[config.mk]
export PLATFORM = sky130hd
export DESIGN_NAME = game_tick_scheduler
export DESIGN_NICKNAME = d
export VERILOG_FILES = /design/src/rtl/game_tick_scheduler.sv
export SDC_FILE = /design/constraint.sdc
export NUM_CORES = 1
export LEC_CHECK = 0
export CORE_MARGIN = 2
export CORE_UTILIZATION = 35
export DETAILED_ROUTE_END_ITERATION = 12
export GPL_ROUTABILITY_DRIVEN = 0
export PLACE_DENSITY = 0.67
export SYNTH_ARGS = -nofsm -noshare
export SYNTH_HDL_FRONTEND = slang
export SYNTH_SLANG_ARGS = --single-unit
[constraint.sdc]
create_clock -name clk_100mhz -period 3.97 [get_ports clk_100mhz]
set_input_delay 0.9925 -clock clk_100mhz [delete_from_list [all_inputs] [get_ports clk_100mhz]]
set_output_delay 0.9925 -clock clk_100mhz [all_outputs]
set_load 0.05 [all_outputs]
[src/rtl/game_tick_scheduler.sv]
// Frame scheduler: game_tick edge detect, speed prescaler and
// sequenced start/done phase handshake with per-phase watchdog.
module game_tick_scheduler #(
  parameter int NUM_PHASES    = 4,
  parameter int PHASE_TIMEOUT = 1023
) (
  input  logic                  clk_100mhz,
  input  logic                  reset,
  input  logic                  game_tick,
  input  logic                  pause,
  input  logic [3:0]            speed_div,
  input  logic [NUM_PHASES-1:0] phase_done,
  input  logic                  clear_flags,
  output logic [NUM_PHASES-1:0] phase_start,
  output logic                  busy,
  output logic                  frame_done,
  output logic [15:0]           frame_count,
  output logic                  overrun,
  output logic                  timeout
);

  localparam int TW = (PHASE_TIMEOUT > 0) ?
                      $clog2(PHASE_TIMEOUT + 1) : 1;
  localparam int IW = (NUM_PHASES > 1) ?
                      $clog2(NUM_PHASES) : 1;

  localparam logic [TW-1:0] TMAX = TW'(PHASE_TIMEOUT);
  localparam logic [IW-1:0] LAST = IW'(NUM_PHASES - 1);

  localparam logic [1:0] S_IDLE    = 2'd0;
  localparam logic [1:0] S_ISSUE   = 2'd1;
  localparam logic [1:0] S_WAIT    = 2'd2;
  localparam logic [1:0] S_ADVANCE = 2'd3;

  logic          tick_q;
  logic          tick_rise;
  logic          frame_fire;
  logic [3:0]    div_cnt;

  logic [1:0]    state;
  logic [1:0]    state_nx;
  logic [IW-1:0] phase_idx;
  logic [TW-1:0] timer;

  logic          done_sel;
  logic          last_phase;
  logic          wd_expire;
  logic          timeout_set;
  logic          overrun_set;

  assign tick_rise = game_tick & ~tick_q;

  // >= so that lowering speed_div mid-count fires on the next edge
  assign frame_fire = tick_rise & ~pause &
                      (div_cnt >= speed_div);

  always_ff @(posedge clk_100mhz) begin
    if (reset) begin
      tick_q  <= 1'b1;
      div_cnt <= 4'd0;
    end else begin
      tick_q <= game_tick;
      if (tick_rise && !pause) begin
        if (div_cnt >= speed_div)
          div_cnt <= 4'd0;
        else
          div_cnt <= div_cnt + 4'd1;
      end
    end
  end

  always_comb begin
    done_sel = 1'b0;
    for (int i = 0; i < NUM_PHASES; i++) begin
      if (phase_idx == IW'(i))
        done_sel = phase_done[i];
    end
  end

  assign last_phase = (phase_idx == LAST);
  assign wd_expire  = (timer == TMAX);

  always_comb begin
    state_nx = state;
    unique case (state)
      S_IDLE: begin
        if (frame_fire)
          state_nx = S_ISSUE;
      end
      S_ISSUE: begin
        state_nx = S_WAIT;
      end
      S_WAIT: begin
        if (done_sel || wd_expire)
          state_nx = S_ADVANCE;
      end
      S_ADVANCE: begin
        state_nx = last_phase ? S_IDLE : S_ISSUE;
      end
      default: begin
        state_nx = S_IDLE;
      end
    endcase
  end

  always_ff @(posedge clk_100mhz) begin
    if (reset) begin
      state     <= S_IDLE;
      phase_idx <= '0;
      timer     <= '0;
    end else begin
      state <= state_nx;
      unique case (state)
        S_IDLE: begin
          if (frame_fire)
            phase_idx <= '0;
        end
        S_ISSUE: begin
          timer <= '0;
        end
        S_WAIT: begin
          if (!done_sel && !wd_expire)
            timer <= timer + 1'b1;
        end
        S_ADVANCE: begin
          if (!last_phase)
            phase_idx <= phase_idx + 1'b1;
        end
        default: begin
          phase_idx <= '0;
        end
      endcase
    end
  end

  always_ff @(posedge clk_100mhz) begin
    if (reset)
      frame_count <= 16'd0;
    else if (state == S_ADVANCE && last_phase)
      frame_count <= frame_count + 16'd1;
  end

  assign timeout_set = (state == S_WAIT) &&
                       !done_sel && wd_expire;
  assign overrun_set = frame_fire && (state != S_IDLE);

  // a set event in the same cycle as clear_flags keeps the flag
  always_ff @(posedge clk_100mhz) begin
    if (reset) begin
      overrun <= 1'b0;
      timeout <= 1'b0;
    end else begin
      overrun <= overrun_set | (overrun & ~clear_flags);
      timeout <= timeout_set | (timeout & ~clear_flags);
    end
  end

  always_comb begin
    phase_start = '0;
    for (int i = 0; i < NUM_PHASES; i++) begin
      phase_start[i] = (state == S_ISSUE) &&
                       (phase_idx == IW'(i));
    end
  end

  assign busy       = (state != S_IDLE);
  assign frame_done = (state == S_ADVANCE) && last_phase;

endmodule

==> results of run 1 <==
-- worst paths after layout --
path                 from    endpoint  slack (ns)  depth (start not counted)
max          phase_idx[1]  frame_done        0.89                          4
min               timeout     timeout        0.47                          2
max reg2reg      state[0]    timer[6]        1.69                          7
min reg2reg       timeout     timeout        0.47                          2
-- cells in the final DEF (no fill, tap or decap), types with 5 or more instances in the layout --
| master | n |
|---|---|
| ha_1 | 16 |
| clkbuf_8 | 6 |
| nor2_1 | 19 |
| nand2_1 | 15 |
| a311oi_1 | 6 |
| nor3_1 | 5 |
| nand3_1 | 13 |
| inv_1 | 13 |
| o21ai_0 | 9 |
| xor2_1 | 11 |
| dfxtp_1 | 37 |
| nand2b_1 | 6 |
| nand4_1 | 6 |
| a21oi_1 | 15 |
| clkdlybuf4s50_1 | 36 |
-- registers in the layout (all words and copies together) (netlist names) --
| register | flops |
|---|---|
| state | 2 |
| tick_q | 1 |
| phase_idx | 2 |
| overrun | 1 |
| timer | 10 |
| div_cnt | 4 |
| timeout | 1 |
| frame_count | 16 |
-- synthesized netlist by cell type (6+ instances only) --
library cell  instances  share of area, %
nand4_1               6               1.9
ha_1                 16                10
o21ai_0               9               2.3
a311oi_1              6               2.6
nor2_1               19               3.6
dfxtp_1              37                37
nand3_1              13               3.3
nand2_1              15               2.8
xor2_1               11               4.8
a21oi_1              15               3.8
inv_1                13               2.4
nand2b_1              6               1.9
-- power by group through the flow --
stage	sequential, mW	clock, mW	combinational, mW
floorplan	0.392	0	0.129
global placement	0.393	0	0.184
detailed placement	0.393	0	0.186
CTS	0.385	0.342	0.187
global route	0.385	0.357	0.204
finish	0.385	0.332	0.186
-- cells by family after synthesis --
kind of cell             share of synthesized area, %
AND/OR/NAND/NOR                                  25.2
AO/OA/AOI/OAI                                    15.7
flip-flops                                       37.0
buffers and inverters                            4.51
adder cells (fa/ha/maj)                          10.0
XOR/XNOR                                         6.57
multiplexers                                     1.00
-- metal layers --
| metal | part of all wire [%] | track usage [%] |
|---|---|---|
| met1 | 49 | 18.3 |
| met3 | 3.6 | 3.62 |
| met2 | 46 | 22.6 |
| met4 | 1.2 | 5.69 |
| met5 | 0 | 0 |
-- per-stage QoR --
step / hold WS (ns) / area, um2 / power (mW)
3_3_place_gp: 0.460 / 2420 / 0.577
3_5_place_dp: 0.463 / 2420 / 0.580
2_1_floorplan: 0.463 / 2000 / 0.520
6_report: 0.474 / 2540 / 0.903
4_1_cts: 0.473 / 2540 / 0.914
5_1_grt: 0.496 / 2540 / 0.946
-- critical path: stages, from the launching register on --
cell and delay, ns:
dfxtp_1 0.40, ha_1 0.27, nand2_1 0.19, inv_2 0.14, clkdlybuf4s50_1 0.81
-- area by class of cell --
class | count | area (um2) | area share (%)
Inverter | 14 | 52.6 | 2.07
Tap cell | 72 | 90.1 | 3.55
Sequential cell | 37 | 741 | 29.2
Clock buffer | 7 | 86.3 | 3.40
Multi-Input combinational cell | 172 | 1170 | 46.1
Clock inverter | 1 | 30.0 | 1.18
Timing Repair Buffer | 37 | 368 | 14.5
==> results_dict.tcl, run 1 <==
set metrics [dict create \
    status "finished clean" \
    core.rowCount 27 \
    cts_max_level 2 \
    clkTransAtPathRegs_ns 0.07 \
    drt-total-wl_um 4250 \
    power.internal_uw 651 \
    grt_pass1_wl_um 7130 \
    fin_crit_sh_pct 77.5 \
    startpoint_type "flop" \
    worstPathRequired_ns 2.98 \
    clock_latency_ns 0.28 \
    cts_resized 0 \
    drive_gt1_share_pct 6.72 \
    cts-buffers-inserted 5 \
    power_frac_seq_pct 42.6 \
    synth_top_flop_cell "dfxtp_1" \
    period_needed_ns 3.08 \
    crit_arrival_ns 2.09 \
    synthArstFlopShare_pct 0 \
    ys_warn_count 0 \
    dpl.cell_count 332 \
    clockPowerShare_pct 36.8 \
    setup_slack_ns 0.891 \
    synth-edff-count 0 \
    final_cells 340 \
    fp.dieH_um 79.6 \
    grt_max_degree 38 \
    fillCellCount 540 \
    power_per_cell_area_nw_per_um2 356 \
    port_buffers 36 \
    dr.pass1.iters 4 \
    dieArea_um2 6330 \
    relSlewSlack_pct 60.4 \
    combPwrFrac_pct 20.6 \
    fin_nets 296 \
    irDropWorstVdd_v 0.000222 \
    antenna_found_initial 0 \
    post_cts_buffers 0 \
    io_pins 37 \
    hp-class "flop to flop" \
    vias 1722 \
    syn_avg_cell_area_um2 8.69 \
    drt-initial-drc-count 51 \
    final_util_pct 46.1 \
    synthCells 230 \
    ctsRootBufferMaster "clkbuf_8" \
    sw_frac_of_total_pct 27.9 \
    yosysUniqueCellTypes 48 \
    skew_ns 0.00352 \
    rsz0062_at_grt "false" \
    routedWlPerCell_um 12.5 \
    tightest_slew_ns 0.588 \
    maxCapViolCount 0 \
    avgViaCountPerCell 5.06 \
    remaining_drc_errors 0 \
    grt_pass1_vias 1581 \
    endpoint_kind "output pin" \
    synthesis.nets 259 \
    track_usage_pct 14.2 \
    yosys_register_bits 37 \
    die_w_um 79.6 \
    fmax_ghz 0.325 \
    dp_slack_ns 1.02 \
    p_leak_nw 0.909 \
    gr-total-overflow 0 \
    dp_hpwl_um 3060 \
    criticalPathCategory "flop to output pin" \
    ctsLongestPathBuffers 2 \
    setup_viol 0 \
    core_um2 5510 \
    hold_violations 0 \
    ys_seq_area_share_pct 37.0 \
    power_switching_uw 252 \
    start_util_pct 36.3 \
    n_antenna_cell 0 \
    fin_setup_tns_ns 0 \
    postRouteAntennaNets 0 \
    netlist_area_um2 2000 \
    area_growth_pct 26.8 \
    clock_sinks 37 \
    final_max_slew_viol_count 0 \
    tritoncts "yes" \
    cts_hold_buf 0 \
    crit_fanout 5 \
]
(Power assumes the default switching activity.)
==> run 2: changes to the inputs <==
Settings changed: PLACE_DENSITY 0.67 to 0.69.
Clock period 3.97 ns to 2.6 ns, I/O delays scaled along.
==> run 2 against run 1 <==
Effect of this change:
- die area did not move
- design area rose by 0.74%
- largest cell class unchanged
- core utilization rose by 0.34 points
- sequential power rose by 52%
- flip-flop and latch count did not move
- count of clock-buffer cells in the layout fell by 2
- setup slack got worse by 0.53 ns
==> results_dict.tcl, run 2 (synthesized netlist as in run 1, its figures left out) <==
set metrics [dict create \
    clkTransAtPathRegs_ns 0.08 \
    relSlewSlack_pct 59.9 \
    routedWlPerCell_um 12.3 \
    dieArea_um2 6330 \
    mostFrequentLayoutCell "dfxtp_1" \
    tritoncts "yes" \
    ctsLongestPathBuffers 2 \
    area_growth_pct 27.8 \
    cts-buffers-inserted 5 \
    path_delay_family "buffers and inverters" \
    holdWs_ns 0.474 \
    port_buffers 36 \
    irDropWorstVdd_v 0.000396 \
    dp_hpwl_um 3060 \
    io_pins 37 \
    track_usage_pct 14.6 \
    antenna_found_initial 0 \
    final_max_slew_viol_count 0 \
    hp-class "flop to flop" \
    worstPathRequired_ns 1.95 \
    clock_latency_ns 0.30 \
    regMostFlops "frame_count" \
    fp.dieH_um 79.6 \
    setup_slack_ns 0.359 \
    period_needed_ns 2.24 \
    hold_violations 0 \
    skew_ns 0.0111 \
    endpoint_kind "output pin" \
    core_um2 5510 \
    maxCapViolCount 0 \
    rsz0062_at_grt "false" \
    drive_gt1_share_pct 10.3 \
    largest_reg_flops 16 \
    remaining_drc_errors 0 \
    status "finished clean" \
    cts_max_level 2 \
    dp_slack_ns 0.0863 \
    post_cts_buffers 0 \
    postRouteAntennaNets 0 \
    die_w_um 79.6 \
    cp_num_buf_inv 1 \
    core.rowCount 27 \
    criticalPathCategory "flop to output pin" \
    crit_arrival_ns 1.59 \
    avgViaCountPerCell 5.14 \
    drt-total-wl_um 4220 \
    tightest_slew_ns 0.595 \
    grt_pass1_vias 1623 \
    slowest_delay_ns 0.85 \
    vias 1769 \
    grt_max_degree 38 \
    dpl.cell_count 336 \
    clock_sinks 37 \
    final_area_um2 2550 \
    dr.pass1.iters 4 \
    p_leak_nw 0.951 \
    mostFrequentLayoutCells "dfxtp_1 (37), clkdlybuf4s50_1 (30), nor2_1 (19), ha_1 (16)" \
    ctsRootBufferMaster "clkbuf_8" \
    drt-initial-drc-count 51 \
    power_per_cell_area_nw_per_um2 539 \
    path_cells "clkdlybuf4s50_1" \
    place_area_um2 2440 \
    grt_pass1_wl_um 7290 \
    setup_viol 0 \
    fin_setup_tns_ns 0 \
    crit_fanout 7 \
    start_util_pct 36.3 \
    gr-total-overflow 0 \
    final_cells 344 \
    largestRegisters "frame_count: 16 flops, timer: 10 flops, div_cnt: 4 flops" \
    startpoint_type "flop" \
    fmax_ghz 0.446 \
    fin_crit_sh_pct 86.2 \
    fin_nets 300 \
    cpMaxStageDelayCell "clkdlybuf4s50_1" \
    cts_hold_buf 0 \
    n_antenna_cell 0 \
]
## run 2: cell types whose count changed in the layout (fill, tap and decap cells not counted)
| cell | previous run | this run |
|---|---|---|
| clkbuf_8 | 6 | 5 |
| buf_4 | 1 | 10 |
| clkdlybuf4s50_1 | 36 | 30 |
| clkbuf_1 | 1 | 0 |
| clkinv_4 | 0 | 1 |
| clkinvlp_4 | 0 | 1 |
| dlymetal6s2s_1 | 0 | 1 |
## run 2: where the power goes
| group | switching [mW] | internal (mW) | total (mW) | leakage (nW) |
|---|---|---|---|---|
| registers | 0.00992 | 0.577 | 0.587 | 0.298 |
| clock network | 0.218 | 0.287 | 0.506 | 0.0543 |
| logic | 0.180 | 0.104 | 0.284 | 0.599 |
| total | 0.408 | 0.968 | 1.38 | 0.951 |
## run 2: final timing paths
path | from | to | slack [ns] | depth (start not counted)
worst max-delay path | frame_count[3] | frame_count[3] | 0.36 | 1
worst min-delay path | timeout | timeout | 0.47 | 2
worst max register to register | phase_idx[0] | frame_count[14] | 0.48 | 7
worst min register to register | timeout | timeout | 0.47 | 2
## run 2: metal layers
layer  track usage, %  wire length [um]
met4             6.21                69
met1             18.7              2060
met5                0                 0
met3             3.62               186
met2             23.2              1910
## run 2: what timing repair did
action / in CTS / in global routing
gates resized for setup: 0 / 1
endpoints found under the setup margin: 0 / 1
hold endpoints to repair: 0 / 0
## run 2: worst reg2reg max path, delay by kind of cell (launching register included)
family	cells	cell delay (ns)
buf+inv	1	0.12
flops	1	0.39
compound gates	1	0.14
fa+ha+maj	1	0.25
simple gates	4	1.17
## run 2: per-stage QoR
step | util [%] | power [mW]
finish | 46.4 | 1.38
global route | 46.4 | 1.44
CTS | 46.4 | 1.39
detailed placement | 44.3 | 0.884
global placement | 44.3 | 0.882
floorplan | - | 0.795
## run 2: final cells by class
class | instances | area [um2]
well taps | 72 | 90.1
inverters | 14 | 52.6
clock buffers | 5 | 68.8
flip-flops and latches | 37 | 741
clock inverters | 3 | 46.3
fillers | 543 | 2950
repair buffers | 41 | 388
multi-input cells | 172 | 1170
